**src/rtl/alu_sequencer.sv**
```systemverilog
// Control-side sequencer for the ALU result latch: holds the opcode for the
// execute time, strobes the latch, stores one or two bytes over the shared bus.
module alu_sequencer #(
    parameter int unsigned MUL_CYCLES = 4,
    parameter int unsigned ALU_CYCLES = 1
) (
    input  logic       clock,
    input  logic       reset,
    input  logic       start,
    input  logic [2:0] opcode,
    input  logic       flush,
    input  logic       bus_grant,
    output logic [2:0] alu_op,
    output logic       busy,
    output logic       grab,
    output logic       flags_we,
    output logic       bus_req,
    output logic       store_lo,
    output logic       store_hi,
    output logic       done
);

    typedef enum logic [2:0] {
        S_IDLE     = 3'd0,
        S_EXEC     = 3'd1,
        S_GRAB     = 3'd2,
        S_WAIT_BUS = 3'd3,
        S_STORE_LO = 3'd4,
        S_STORE_HI = 3'd5,
        S_DONE     = 3'd6
    } state_t;

    localparam logic [2:0] OP_MUL   = 3'b101;
    localparam logic [3:0] MUL_LOAD = 4'(MUL_CYCLES - 1);
    localparam logic [3:0] ALU_LOAD = 4'(ALU_CYCLES - 1);

    state_t     r_state;
    state_t     w_next_state;
    logic [3:0] r_count;
    logic       r_is_mul;
    logic [2:0] r_alu_op;
    logic       w_accept;
    logic       w_opcode_mul;

    // flush in IDLE outranks a simultaneous start
    assign w_opcode_mul = (opcode == OP_MUL);
    assign w_accept     = (r_state == S_IDLE) && start && !flush;
    assign alu_op       = r_alu_op;

    always_ff @(posedge clock or negedge reset) begin
        if (!reset) begin
            r_state <= S_IDLE;
        end else begin
            r_state <= w_next_state;
        end
    end

    always_ff @(posedge clock or negedge reset) begin
        if (!reset) begin
            r_alu_op <= 3'b000;
            r_is_mul <= 1'b0;
            r_count  <= 4'd0;
        end else if (w_accept) begin
            r_alu_op <= opcode;
            r_is_mul <= w_opcode_mul;
            r_count  <= w_opcode_mul ? MUL_LOAD : ALU_LOAD;
        end else if ((r_state == S_EXEC) && (r_count != 4'd0)) begin
            r_count <= r_count - 4'd1;
        end
    end

    always_comb begin
        w_next_state = r_state;
        busy         = 1'b1;
        grab         = 1'b0;
        flags_we     = 1'b0;
        bus_req      = 1'b0;
        store_lo     = 1'b0;
        store_hi     = 1'b0;
        done         = 1'b0;
        case (r_state)
            S_IDLE: begin
                busy = 1'b0;
                if (w_accept) begin
                    w_next_state = S_EXEC;
                end
            end
            S_EXEC: begin
                if (flush) begin
                    w_next_state = S_IDLE;
                end else if (r_count == 4'd0) begin
                    w_next_state = S_GRAB;
                end
            end
            S_GRAB: begin
                // the strobe still fires on a flush; the stale latch is never stored
                grab         = 1'b1;
                flags_we     = 1'b1;
                w_next_state = flush ? S_IDLE : S_WAIT_BUS;
            end
            S_WAIT_BUS: begin
                bus_req = 1'b1;
                if (flush) begin
                    w_next_state = S_IDLE;
                end else if (bus_grant) begin
                    w_next_state = S_STORE_LO;
                end
            end
            S_STORE_LO: begin
                // from here on the transfer completes regardless of flush
                bus_req      = 1'b1;
                store_lo     = 1'b1;
                w_next_state = r_is_mul ? S_STORE_HI : S_DONE;
            end
            S_STORE_HI: begin
                bus_req      = 1'b1;
                store_hi     = 1'b1;
                w_next_state = S_DONE;
            end
            S_DONE: begin
                done         = 1'b1;
                w_next_state = S_IDLE;
            end
            default: begin
                busy         = 1'b0;
                w_next_state = S_IDLE;
            end
        endcase
    end

endmodule

```
**config.mk**
```make
export PLATFORM = sky130hd
export DESIGN_NAME = alu_sequencer
export DESIGN_NICKNAME = d
export VERILOG_FILES = /design/src/rtl/alu_sequencer.sv
export SDC_FILE = /design/constraint.sdc
export NUM_CORES = 1
export LEC_CHECK = 0
export BUFFER_PORTS_ARGS = -buffer_cell sky130_fd_sc_hd__buf_4
export CAP_MARGIN = 20
export CORE_AREA = 2 2 39 41
export CTS_CLUSTER_SIZE = 8
export DETAILED_ROUTE_END_ITERATION = 8
export DIE_AREA = 0 0 41 43
export GPL_TIMING_DRIVEN = 0
export PLACE_DENSITY = 0.79
export SYNTH_ARGS = -nofsm -noshare
export SYNTH_HDL_FRONTEND = slang
export SYNTH_SLANG_ARGS = --single-unit
```
**constraint.sdc**
```tcl
create_clock -name clock -period 3.75 [get_ports clock]
set_input_delay 0 -clock clock [delete_from_list [all_inputs] [get_ports clock]]
set_output_delay 0 -clock clock [all_outputs]
set_load 0.01 [all_outputs]
```
==> impl_summary.md, run 1 <==
Floorplanning
The die covers 0.00176 mm^2. The total area inside the core boundary comes to 0.00138 mm^2. In this run the core area contains 14 standard-cell rows.

The number of I/O pins is 18. Once the floorplan was initialized, standard cells occupied 50.2% of the core. The width of the die is 41 um.

Measured along the y axis, the die boundary spans 43 um.

Clock tree
In this run, CTS created clock tree buffers numbering 3. The post-cts repair resize count is 0. No sink is reached through more buffers than the 2 on the longest clock path. The H-tree depth is 1. The clock-pin slew on the worst setup and hold paths is 0.08 ns. The tree built by TritonCTS fans out to 11 sinks.

At the later pin of the worst-skew pair, clock insertion delay measures 0.27 ns. The buffer cell driving the clock tree root is sky130_fd_sc_hd__clkbuf_4. The clock tree from TritonCTS is yes.

GRT
The total congestion overflow is 0. The wire length of the first global-routing pass is 2.76 mm. The total routing resource utilization after global routing is 23.5%. The number of antenna violations at the first check in global routing is 0.

The number of global-route vias before repair came to 652. The largest net degree at the start of global routing is 12.

Timing
The highest clock frequency the design can meet is 0.593 GHz. The relative slew slack is 72.2%. The worst path in the final design needs a cycle of 1.69 ns, including I/O delays and setup. The count of final max-slew check failures is 0. The actual transition at the worst max-transition pin is 0.415 ns.

The number of failing hold endpoints at the final stage is 0. The post-route fraction of the period consumed by the critical path is 45.0%. The post-route setup TNS is 0 ns. The setup violation total in the final timing report is 0.

Setup repair after global routing left no endpoint under its margin. The clock arrives with 0.00141 ns of skew.

Detailed routing
The number of routed nets with antenna violations is 0. The first detailed-routing pass ran for 4 iterations. Detailed routing placed a total of 46 um of wire on met3. Dividing the detail-routed wire length by the instance count gives 14.1 um.

After detailed routing, the number of remaining DRC violations is 0. The violation count after the first detailed-routing iteration is 27. In the routed layout, each cell is associated on average with a via count of 5.56. After detailed routing, no signal wire sits above met4. The sum of routed wire segments on met1 is 702 um.

The length of routed met2 wiring is 868 um. The total wirelength of the detailed-routed design is 1.65 mm. The total via count in the routed design is 651.

Place
After legalization and detailed placement, the total HPWL measured 1.14 mm. The placed cell area is 842 um^2. At the end of routability-driven placement, the weighted congestion stood at 0.879. Buffers placed on the I/O ports in this run total 17.

Outcome
The flow ran to the end, and the final reports show no timing, DRC or antenna violations.

Power and ir drop
IR analysis of the VDD net gives a maximum drop of 0.000424 V. Summed over all cells, the static leakage comes to 0.460 nW. The power density over the cells is 752 mW/mm^2.

Yosys
Sequential cells were found to cover 39.6% of the synthesized design area. The portion of synthesized cell area occupied by the leading cell type is 39.6%. After technology mapping, the gate count stands at 75. Summed over all instances, the cell type with the most area after synthesis is sky130_fd_sc_hd__dfrtp_1. Synthesis inferred 11 register bits. The Yosys step of the flow raised 0 warnings. In this run, synthesis inferred 0 flip-flops with an integrated enable. The post-synthesis net count is 85. The prevailing post-synth register cell is sky130_fd_sc_hd__dfrtp_1. The share of synthesized flip-flops with an asynchronous set or reset is 100%. The number of unique standard cell types used by synthesis is 35. Ranked by total cell area, the synthesized netlist is headed by sky130_fd_sc_hd__dfrtp_1 (40%), sky130_fd_sc_hd__mux2_2 (4.9%), sky130_fd_sc_hd__inv_1 (3.8%). Averaged over all synthesized cells, the footprint is 9.26 um^2.

The synthesized area is 694 um^2.

Layout
The signed area change from the synthesized netlist to the final layout is 32.3%. The post-route netlist has 29.7% of its cells at a drive strength greater than 1. The final layout contains 112 nets. The final standard cell utilization of the core is 66.4%.

0 antenna diodes ended up in the layout. The library cell used most frequently in the layout, excluding fill and tap cells, is sky130_fd_sc_hd__buf_4. The library cells used most frequently in the layout, excluding fill and tap cells, are sky130_fd_sc_hd__buf_4 (18), sky130_fd_sc_hd__dfrtp_1 (11), sky130_fd_sc_hd__inv_1 (7). The finished cells cover 918 um^2.

Worst setup path
The critical path is of the flop to flop type. The worst setup path is captured at a flop. The arrival time of data at the critical path endpoint is 1.90 ns. The maximum net fanout on the critical path is 8.

The critical path required time is 3.97 ns. The element type at the critical path start is a flop.

Job
The max-capacitance violation count is 0.

Worst hold path
The worst hold-check path type is primary input to flop.
routing by layer:
metal / vias up / GRT usage [%]
li1: 322 / -
met1: 306 / 31.5
met2: 17 / 35.9
met3: 6 / 5.24
met4: 0 / 8.00
met5: - / 0
state kept, by name (all words and copies together), names as in the netlist:
register  cells
r_state       3
r_is_mul      1
alu_op        3
r_count       4
critical path, cell delays in order (launching register included):
cell and delay [ns]:
sky130_fd_sc_hd__dfrtp_1 0.38, sky130_fd_sc_hd__inv_1 0.13, sky130_fd_sc_hd__ha_1 0.16, sky130_fd_sc_hd__or3b_1 0.35
sky130_fd_sc_hd__buf_6 0.15, sky130_fd_sc_hd__a311oi_1 0.26, sky130_fd_sc_hd__o221a_1 0.20
path summary, 6_finish.rpt:
kind,from,to,slack [ns],depth (start not counted)
max,r_count[0],r_state[1],2.06,6
min,bus_grant,r_state[2],0.06,3
max reg2reg,r_count[0],r_state[1],2.06,6
min reg2reg,r_count[3],r_count[3],0.46,1
max in group asynchronous,reset,r_count[3],3.50,2
min in group asynchronous,reset,r_is_mul,0.11,2
layout make-up:
| type | instances | area [um^2] |
|---|---|---|
| well taps | 16 | 20.0 |
| multi-input cells | 52 | 362 |
| clock buffers | 4 | 26.3 |
| repair buffers | 22 | 178 |
| inverters | 7 | 26.3 |
| fillers | 115 | 465 |
| plain buffers | 5 | 31.3 |
| flip-flops and latches | 11 | 275 |
power by group:
| group | switching (mW) | total [mW] | internal (mW) |
|---|---|---|---|
| registers | 0.0404 | 0.214 | 0.174 |
| clock network | 0.0435 | 0.0848 | 0.0412 |
| logic | 0.200 | 0.392 | 0.192 |
| total | 0.284 | 0.691 | 0.407 |
synth_stat cells, types with 2 or more instances:
cell / n
sky130_fd_sc_hd__nor2_1: 5
sky130_fd_sc_hd__and3_1: 3
sky130_fd_sc_hd__a21oi_1: 4
sky130_fd_sc_hd__nand2_1: 2
sky130_fd_sc_hd__o21ai_0: 3
sky130_fd_sc_hd__mux2_2: 3
sky130_fd_sc_hd__dfrtp_1: 11
sky130_fd_sc_hd__a311oi_1: 2
sky130_fd_sc_hd__ha_1: 2
sky130_fd_sc_hd__nor3_1: 4
sky130_fd_sc_hd__nand3_1: 4
sky130_fd_sc_hd__o31ai_1: 2
sky130_fd_sc_hd__inv_1: 7
sky130_fd_sc_hd__clkbuf_1: 2
cell families (layout without fill, tap and decap cells):
group	after synthesis	after routing	synth area share, %
AO/OA/AOI/OAI	18	18	18.4
adder cells (fa/ha/maj)	2	2	3.60
buffers and inverters	12	38	8.29
flip-flops	11	11	39.6
multiplexers	4	4	6.31
AND/OR/NAND/NOR	28	28	23.8
through the flow:
stage	setup slack [ns]	power, mW	instances	hold WS [ns]
final	2.06	0.691	117	0.0575
after global routing	1.95	0.751	117	0.0628
after floorplan	2.17	0.470	75	-0.296
after CTS	2.07	0.693	117	0.0522
after detailed placement	2.09	0.598	108	-0.158
after global placement	2.13	0.582	108	-0.162
what timing repair did:
| item | in CTS | in global routing |
|---|---|---|
| hold buffers | 5 | 0 |
| setup buffers | 0 | 0 |
| hold endpoints to repair | 15 | 0 |
Note: power is estimated with default switching activity, not from simulation.
==> inputs of run 2 (changes only) <==
ABC_AREA = 1   (was not set)
CORE_AREA = not set   (was 2 2 39 41)
CORE_UTILIZATION = 51   (was not set)
DIE_AREA = not set   (was 0 0 41 43)
PLACE_DENSITY = 0.76   (was 0.79)
clock period = 1.6 ns   (was 3.75 ns; I/O delays follow)
==> run 2 against run 1 <==
  * Sequential cell count unchanged
  * Maximum frequency up 21%
  * Worst hold slack worse by 0.046 ns
  * First-iteration DRC count down 44%
  * Register-to-register slack worse by 1.9 ns
  * Global-route usage down 2.2 points
  * Cell area up 5.3%
  * Area after synthesis up 12%
  * Largest cell class unchanged
  * Combinational power rose to 2.8 times the previous value
  * Setup slack worse by 1.9 ns
==> impl_summary.md, run 2 <==
Timing
Setup repair after global routing left no endpoint under its margin. The count of final max-slew check failures is 0. The number of failing hold endpoints at the final stage is 0. Adding up every negative setup slack in the final design gives 0 ns. The final setup skew is 0.00251 ns. Setup violations remaining at the end of the flow were counted as 0.

The tightest hold path in the finished design has a slack of 0.0112 ns. The worst path uses 87.1% of the clock period. The actual transition at the worst max-transition pin is 0.299 ns. Derived from the worst setup path, the maximum achievable clock frequency is 0.718 GHz.

The minimum clock period is 1.39 ns. Measured against its own limit, the worst slew margin works out to 80.1%.

Floorplanning
The core region is 0.00135 mm^2. The number of standard-cell rows in the floorplan is 13. The initial utilization of the core area, before any placement, comes to 57.4%. The die is 41.0 um tall. Pin placement for this block handled 18 I/O pins.

The die covers 0.00168 mm^2. The die is 41.0 um wide.

Power and ir drop
The switching portion of total power is 47.2%. The share of total power in the clock network is 10.4%. Dividing total power by cell area gives a power density of 1860 mW/mm^2. The static leakage power is 0.568 nW. The switching power is 849 uW.

The internal power consumption is 948 uW. The fraction of power consumed by combinational cells is 61.0%. The worst-case vdd ir drop is 0.000892 V. The sequential share of power is 28.6%.

GRT
The total routing resource utilization after global routing is 21.2%. Entering global routing, the biggest net connects 12 pins. The total overflow left after global routing is 0. The first global-routing pass estimated 2.34 mm of wire.

The number of antenna violations at the first check in global routing came to 0. The number of global-route vias before repair is 581.

Yosys
The number of synthesized flops with an enable pin is 0. After synthesis, the netlist uses 20 different library cells. After synthesis, the cell types taking the most area are sky130_fd_sc_hd__dfrtp_1 (36%), sky130_fd_sc_hd__nand2_1 (18%), sky130_fd_sc_hd__nor2_1 (7.3%). Of all cell types, the one taking the most synthesized area is sky130_fd_sc_hd__dfrtp_1.

In the synthesized netlist the async set-or-reset flop fraction comes to 100%. Counting every net in the synthesized netlist gives 123. Averaged over all synthesized cells, the footprint is 6.85 um^2. The prevailing post-synth register cell is sky130_fd_sc_hd__dfrtp_1.

By instance count, the leading cell after synthesis is sky130_fd_sc_hd__nand2_1. By count the netlist is led by sky130_fd_sc_hd__nand2_1 (37), sky130_fd_sc_hd__nor2_1 (15), sky130_fd_sc_hd__inv_1 (13). The fraction of the yosys area taken by sequential cells is 35.5%. The post-synthesis instance total is 113. The synthesized design contains 11 register bits.

The portion of synthesized cell area occupied by the leading cell type is 35.5%. The synthesized area is 774 um^2. The Yosys warning count is 0.

Outcome
The flow ran to the end, and the final reports show no timing, DRC or antenna violations.

Detailed routing
The wire length per cell after detailed routing is 10.2 um. For this run, design rule violations remaining after detail routing come to 0. The first detailed-routing pass ran for 4 iterations.

The violation count after the first detailed-routing iteration is 15. The total via count in the routed design is 735. The detail route stage leaves a number of antenna-violating nets equal to 0.

The total wirelength of the detailed-routed design is 1.54 mm. The ratio of routed vias to standard cells is 4.87.

Layout
The signed area change from the synthesized netlist to the final layout is 24.9%. The register ranked first by flip-flop count is r_count. The post-route netlist has 25.7% of its cells at a drive strength greater than 1. Leaving out fill and tap cells, the most frequent cell in the layout is sky130_fd_sc_hd__nand2_1. Leaving out fill and tap cells, the most frequent cells in the layout are sky130_fd_sc_hd__nand2_1 (37), sky130_fd_sc_hd__buf_4 (19), sky130_fd_sc_hd__nor2_1 (15). The count of nets after finishing is 147. The repair_antennas step left the layout with diodes totalling 0. The flip-flop count of the largest register after layout is 4.

Clock tree
The H-tree depth is 1. The number of sinks handled by clock tree synthesis is 11. The clock-pin slew on the worst setup and hold paths is 0.07 ns. The post-CTS setup repair buffer count is 0. The buffer cell driving the clock tree root is sky130_fd_sc_hd__clkbuf_4. The clock tree from TritonCTS is yes. In this run the deepest clock path goes through 2 buffers. The number of hold buffers added after CTS was 2. The number of buffers created by CTS is 3. Clock latency on the worst-skew pair, taken at its later pin, is 0.27 ns. The post-cts repair resize count is 0.

Place
The count of buffers inserted at the top-level ports is 17. The final weighted congestion in routability-driven placement is 0.862. Detailed placement finished with a half-perimeter wire length of 1.19 mm.

Worst setup path
The cell with the largest stage delay on the worst path is sky130_fd_sc_hd__dfrtp_1. The arrival time of data at the critical path endpoint is 1.60 ns. The critical setup path kind is flop to flop. The element type at the critical path start is a flop.

In this run the worst path has a maximum fanout of 5. Walking the worst path, the cells encountered are inv_1, ha_1, nand2_1, nor2_1, nor2_2, nor2_2, nand2_1, nand2_1. The critical path endpoint category is a flop. For the worst setup path, the data required time is 1.81 ns. The maximum single-stage delay on the critical path is 0.38 ns. The cell with the most instances on the worst path is sky130_fd_sc_hd__nand2_1.

Worst hold path
The worst hold path belongs to the class primary input to flop.

Job
The max-capacitance violation count is 0.
run 2: cell types whose count changed in the layout (fill, tap and decap cells not counted), moves of 4 or more:
| cell | delta |
|---|---|
| sky130_fd_sc_hd__a21oi_1 | -4 |
| sky130_fd_sc_hd__nor2_1 | +10 |
| sky130_fd_sc_hd__inv_1 | +6 |
| sky130_fd_sc_hd__nand2_1 | +35 |
run 2: cell families (layout without fill, tap and decap cells):
kind of cell               count (synthesis)  count (layout)  share of synthesized area, %
adders and majority gates                  2               2                          3.23
and+or+nand+nor                           73              73                          44.9
AOI/OAI and AO/OA                          8               8                          5.49
DFF                                       11              11                          35.5
xor gates and xnor gates                   1               1                          1.13
buffers and inverters                     18              41                          9.69
run 2: cell type report:
type                       count  area (um^2)
fill                         125          383
tap                           15         18.8
timing repair buffer          19          148
sequential                    11          275
multi-input combinational     84          424
buffer                         2         15.0
clock buffer                   4         26.3
inverter                      16         60.1
run 2: path summary, 6_finish.rpt:
check,startpoint,slack (ns),depth (start not counted),end
worst min-delay path,opcode[1],0.01,3,alu_op[1]
worst max-delay path,r_count[0],0.21,8,r_count[0]
min in group asynchronous,reset,0.10,2,r_state[2]
worst max register to register,r_count[0],0.21,8,r_count[0]
worst min register to register,alu_op[0],0.48,2,alu_op[0]
max in group asynchronous,reset,1.35,2,r_count[0]
run 2: power by group through the flow:
stage	Combinational, mW	Sequential, mW	Clock, mW
5_1_grt	1.26	0.532	0.201
3_5_place_dp	1.10	0.516	0
3_3_place_gp	1.08	0.514	0
2_1_floorplan	0.793	0.515	0
6_report	1.10	0.513	0.188
4_1_cts	1.11	0.512	0.195
run 2: routing by layer:
metal / global-route usage (%) / vias up / share of wire (%) / wire (um)
met3: 8.15 / 0 / 6.0 / 93
met2: 31.3 / 20 / 44 / 678
met5: 0 / - / 0 / 0
met1: 30.0 / 324 / 50 / 770
met4: 2.50 / 0 / 0 / 0
li1: - / 391 / - / -
run 2: worst max-delay path: cells and delay by family (launching register included):
kind	cells	cell delay, ns
flip-flops	1	0.38
adder cells (fa/ha/maj)	1	0.19
AND/OR/NAND/NOR	6	0.63
buffers and inverters	1	0.14
run 2: per-stage QoR:
stage          cells  instance area (um^2)  power (mW)  worst slack (ns)  util, %
5_1_grt          151                   967        1.99            0.0401     71.6
4_1_cts          151                   967        1.81             0.205     71.6
3_5_place_dp     145                   921        1.61             0.223     68.2
3_3_place_gp     145                   921        1.59             0.234     68.2
2_1_floorplan    113                   774        1.31             0.383        -
6_report         151                   967        1.80             0.206     71.6
==> inputs of run 3 (changes only) <==
ABC_AREA = 0   (was 1)
CORE_UTILIZATION = 50   (was 51)
SLEW_MARGIN = 30   (was not set)
==> run 3 against run 2 <==
  * Count of clock-buffer cells in the layout is the same
  * Cell area up 3.9%
  * Clock skew up 0.0034 ns
  * Clock power is essentially flat
  * Register-to-register slack worse by 0.20 ns
  * Die area is 8.1% lower
  * Maximum frequency down 13%
  * Sequential power down 1%
  * First-iteration DRC count grew 53%
  * Critical path depth fell by 1
  * Critical path type unchanged
  * Largest power group unchanged
==> impl_summary.md, run 3 (synthesized netlist as in run 1, its figures left out) <==
Timing
The post-route fraction of the period consumed by the critical path is 99.6%. The count of final max-slew check failures is 0. The relative slew slack is 67.7%. The actual transition at the worst max-transition pin is 0.482 ns. The clock arrives with 0.00587 ns of skew. The worst slack on hold paths is 0.0250 ns. The minimum clock period is 1.59 ns.

The post-route setup TNS is 0 ns. Setup repair after global routing could not meet its margin everywhere. Setup violations remaining at the end of the flow were counted as 0. Static timing analysis puts the maximum clock frequency at 0.628 GHz. The number of failing hold endpoints at the final stage is 0. Setup slack closes at 0.00684 ns.

Worst hold path
The path with the worst hold slack has its endpoint at r_state[2]. The critical hold path startpoint is bus_grant. The min-delay analysis places its worst path in the category primary input to flop. Along the worst hold path, the cell count comes to 3.

Detailed routing
The total wirelength of the detailed-routed design is 1.73 mm. The number of routed nets with antenna violations is 0. In the final routed layout, each cell accounts on average for 14.0 um. The first routing iteration left 23 violations. The total via count in the routed design is 708. The first-pass detailed-route iteration total is 4. The final routed DRC violation total is 0.

The ratio of routed vias to standard cells is 5.76.

Worst setup path
The slowest stage of the critical path belongs to the cell sky130_fd_sc_hd__dfrtp_1. The critical setup path kind is flop to flop. The arrival time of data at the critical path endpoint is 1.74 ns. The element type at the critical path start is a flop. Counting cells, the worst reg-to-reg path comes to 7. The maximum net fanout on the critical path is 7. The maximum single-stage delay on the critical path is 0.40 ns. STA classifies the critical path endpoint as a flop. The reg-to-reg critical path endpoint is r_count[1]. At the worst endpoint, the required time is 1.75 ns. The reg-to-reg critical path startpoint is r_count[0]. For flop-to-flop paths, the worst setup slack is 0.007 ns. The critical path goes through inv_2, ha_4, or3b_1, buf_6, buf_4, a21oi_2, o31ai_2.

Layout
The storage element area is 275 um^2. The net count of the finished layout is 119. Counting the fill cells in the layout gives 84.

The library cells used most frequently in the layout, excluding fill and tap cells, are sky130_fd_sc_hd__buf_4 (25), sky130_fd_sc_hd__dfrtp_1 (11), sky130_fd_sc_hd__nor2_1 (5), sky130_fd_sc_hd__inv_1 (5), sky130_fd_sc_hd__dlygate4sd3_1 (5). The share of post-route cells with drive strength above 1 is 41.7%. The multi-input combinational cells in the finished layout cover a total of 395 um^2. The area growth from synthesis to layout is 44.7%. The repair_antennas step left the layout with diodes totalling 0. The most common library cell in the layout ignoring fill and taps is sky130_fd_sc_hd__buf_4. r_count holds more flip-flops than any other register.

The register with the most flip-flops in the layout has 4 of them.

GRT
The most used routing layer is met2. The first global-routing pass estimated 2.67 mm of wire. Global routing finished with a remaining overflow of 0.

Global routing used 45.0% of the available met2 tracks. The largest net degree at the start of global routing is 12. The number of antenna violations at the first check in global routing came to 0. Global routing consumed, on the met1 layer, 33.7% of the routing resources.

The total routing resource utilization after global routing is 26.8%. The number of global-route vias before repair came to 611. Global routing used 10.2% of the available met3 tracks.

Outcome
The run finished with clean final reports.

Floorplanning
The width of the die is 39.3 um. Pin placement for this block handled 18 I/O pins. The die height is 39.3 um.

Once the floorplan was initialized, standard cells occupied 53.4% of the core. The die covers 0.00154 mm^2. The number of standard-cell rows in the floorplan is 13. The region available for standard cell placement spans 0.00130 mm^2.

Power and ir drop
Summed over all cells, the static leakage comes to 0.499 nW. VDD sags by at most 0.00113 V. The power density over the cells is 1820 mW/mm^2.

Clock tree
The later pin in the worst-skew pair is clocked with a latency of 0.27 ns. Counting every sink on the clock net gives 11. The clock tree from TritonCTS is yes. The buffer cell driving the clock tree root is sky130_fd_sc_hd__clkbuf_4. In this run the number of H-tree levels came out at 1. The clock-pin slew on the worst setup and hold paths is 0.07 ns. In this run, CTS created clock tree buffers numbering 3.

No sink is reached through more buffers than the 2 on the longest clock path.

Job
The tool flagged a number of max-cap violations equal to 0.

Place
The final weighted congestion in routability-driven placement is 0.809. The minimum setup slack after placement is -0.0777 ns. The total half-perimeter wirelength after legalization and detailed placement is 1.14 mm. The count of buffers inserted at the top-level ports is 17.
-- run 3: final cells by class --
cell class | instances | area share [%]
Clock buffer | 4 | 2.62
Timing Repair Buffer | 29 | 22.9
Tap cell | 15 | 1.87
Multi-Input combinational cell | 52 | 39.4
Buffer | 5 | 3.24
Inverter | 7 | 2.62
Sequential cell | 11 | 27.4
-- run 3: power breakdown --
| part | switching, mW | internal [mW] | leakage, nW |
|---|---|---|---|
| Combinational | 0.549 | 0.585 | 0.347 |
| Clock | 0.0910 | 0.0965 | 0.0150 |
| Sequential | 0.0995 | 0.408 | 0.137 |
-- run 3: worst max-delay path by stage --
stage | start | endpoint | slack (ns) | cells past startpoint
final | r_count[0] | r_count[1] | 0.007 | 7
after global routing | r_count[0] | r_count[1] | -0.04 | 6
after CTS | r_count[1] | r_count[1] | 0.03 | 6
after detailed placement | r_count[0] | r_state[1] | -0.08 | 6
after global placement | r_count[0] | r_state[1] | -0.04 | 6
after floorplan | r_count[0] | r_state[1] | 0.02 | 6
-- run 3: layer usage --
layer | up-vias | part of all wire, %
met5 | - | 0
met4 | 0 | 0
met3 | 0 | 4.9
met2 | 22 | 51
met1 | 348 | 44
li1 | 338 | -
-- run 3: through the flow --
stage,power [mW],utilization (%),instance area (um^2),std cells
after floorplan,1.10,-,694,75
final,1.83,77.2,1000,123
after global placement,1.37,64.6,841,107
after global routing,1.98,77.2,1000,123
after CTS,1.73,74.4,968,122
after detailed placement,1.41,64.6,841,107
-- run 3: worst max-delay path, delay by kind of cell (launching register included) --
kind | cells | cell delay, ns
AO/OA/AOI/OAI | 2 | 0.22
adder cells (fa/ha/maj) | 1 | 0.13
buffers and inverters | 3 | 0.39
flip-flops | 1 | 0.40
AND/OR/NAND/NOR | 1 | 0.35
-- run 3: what timing repair did --
item                                    4_1_cts  5_1_grt
endpoints found under the setup margin        3        4
gates resized for setup                       3        7
hold buffers                                  5        0
setup buffers                                 6        1
pin swaps                                     2        3
hold endpoints to repair                     15        0
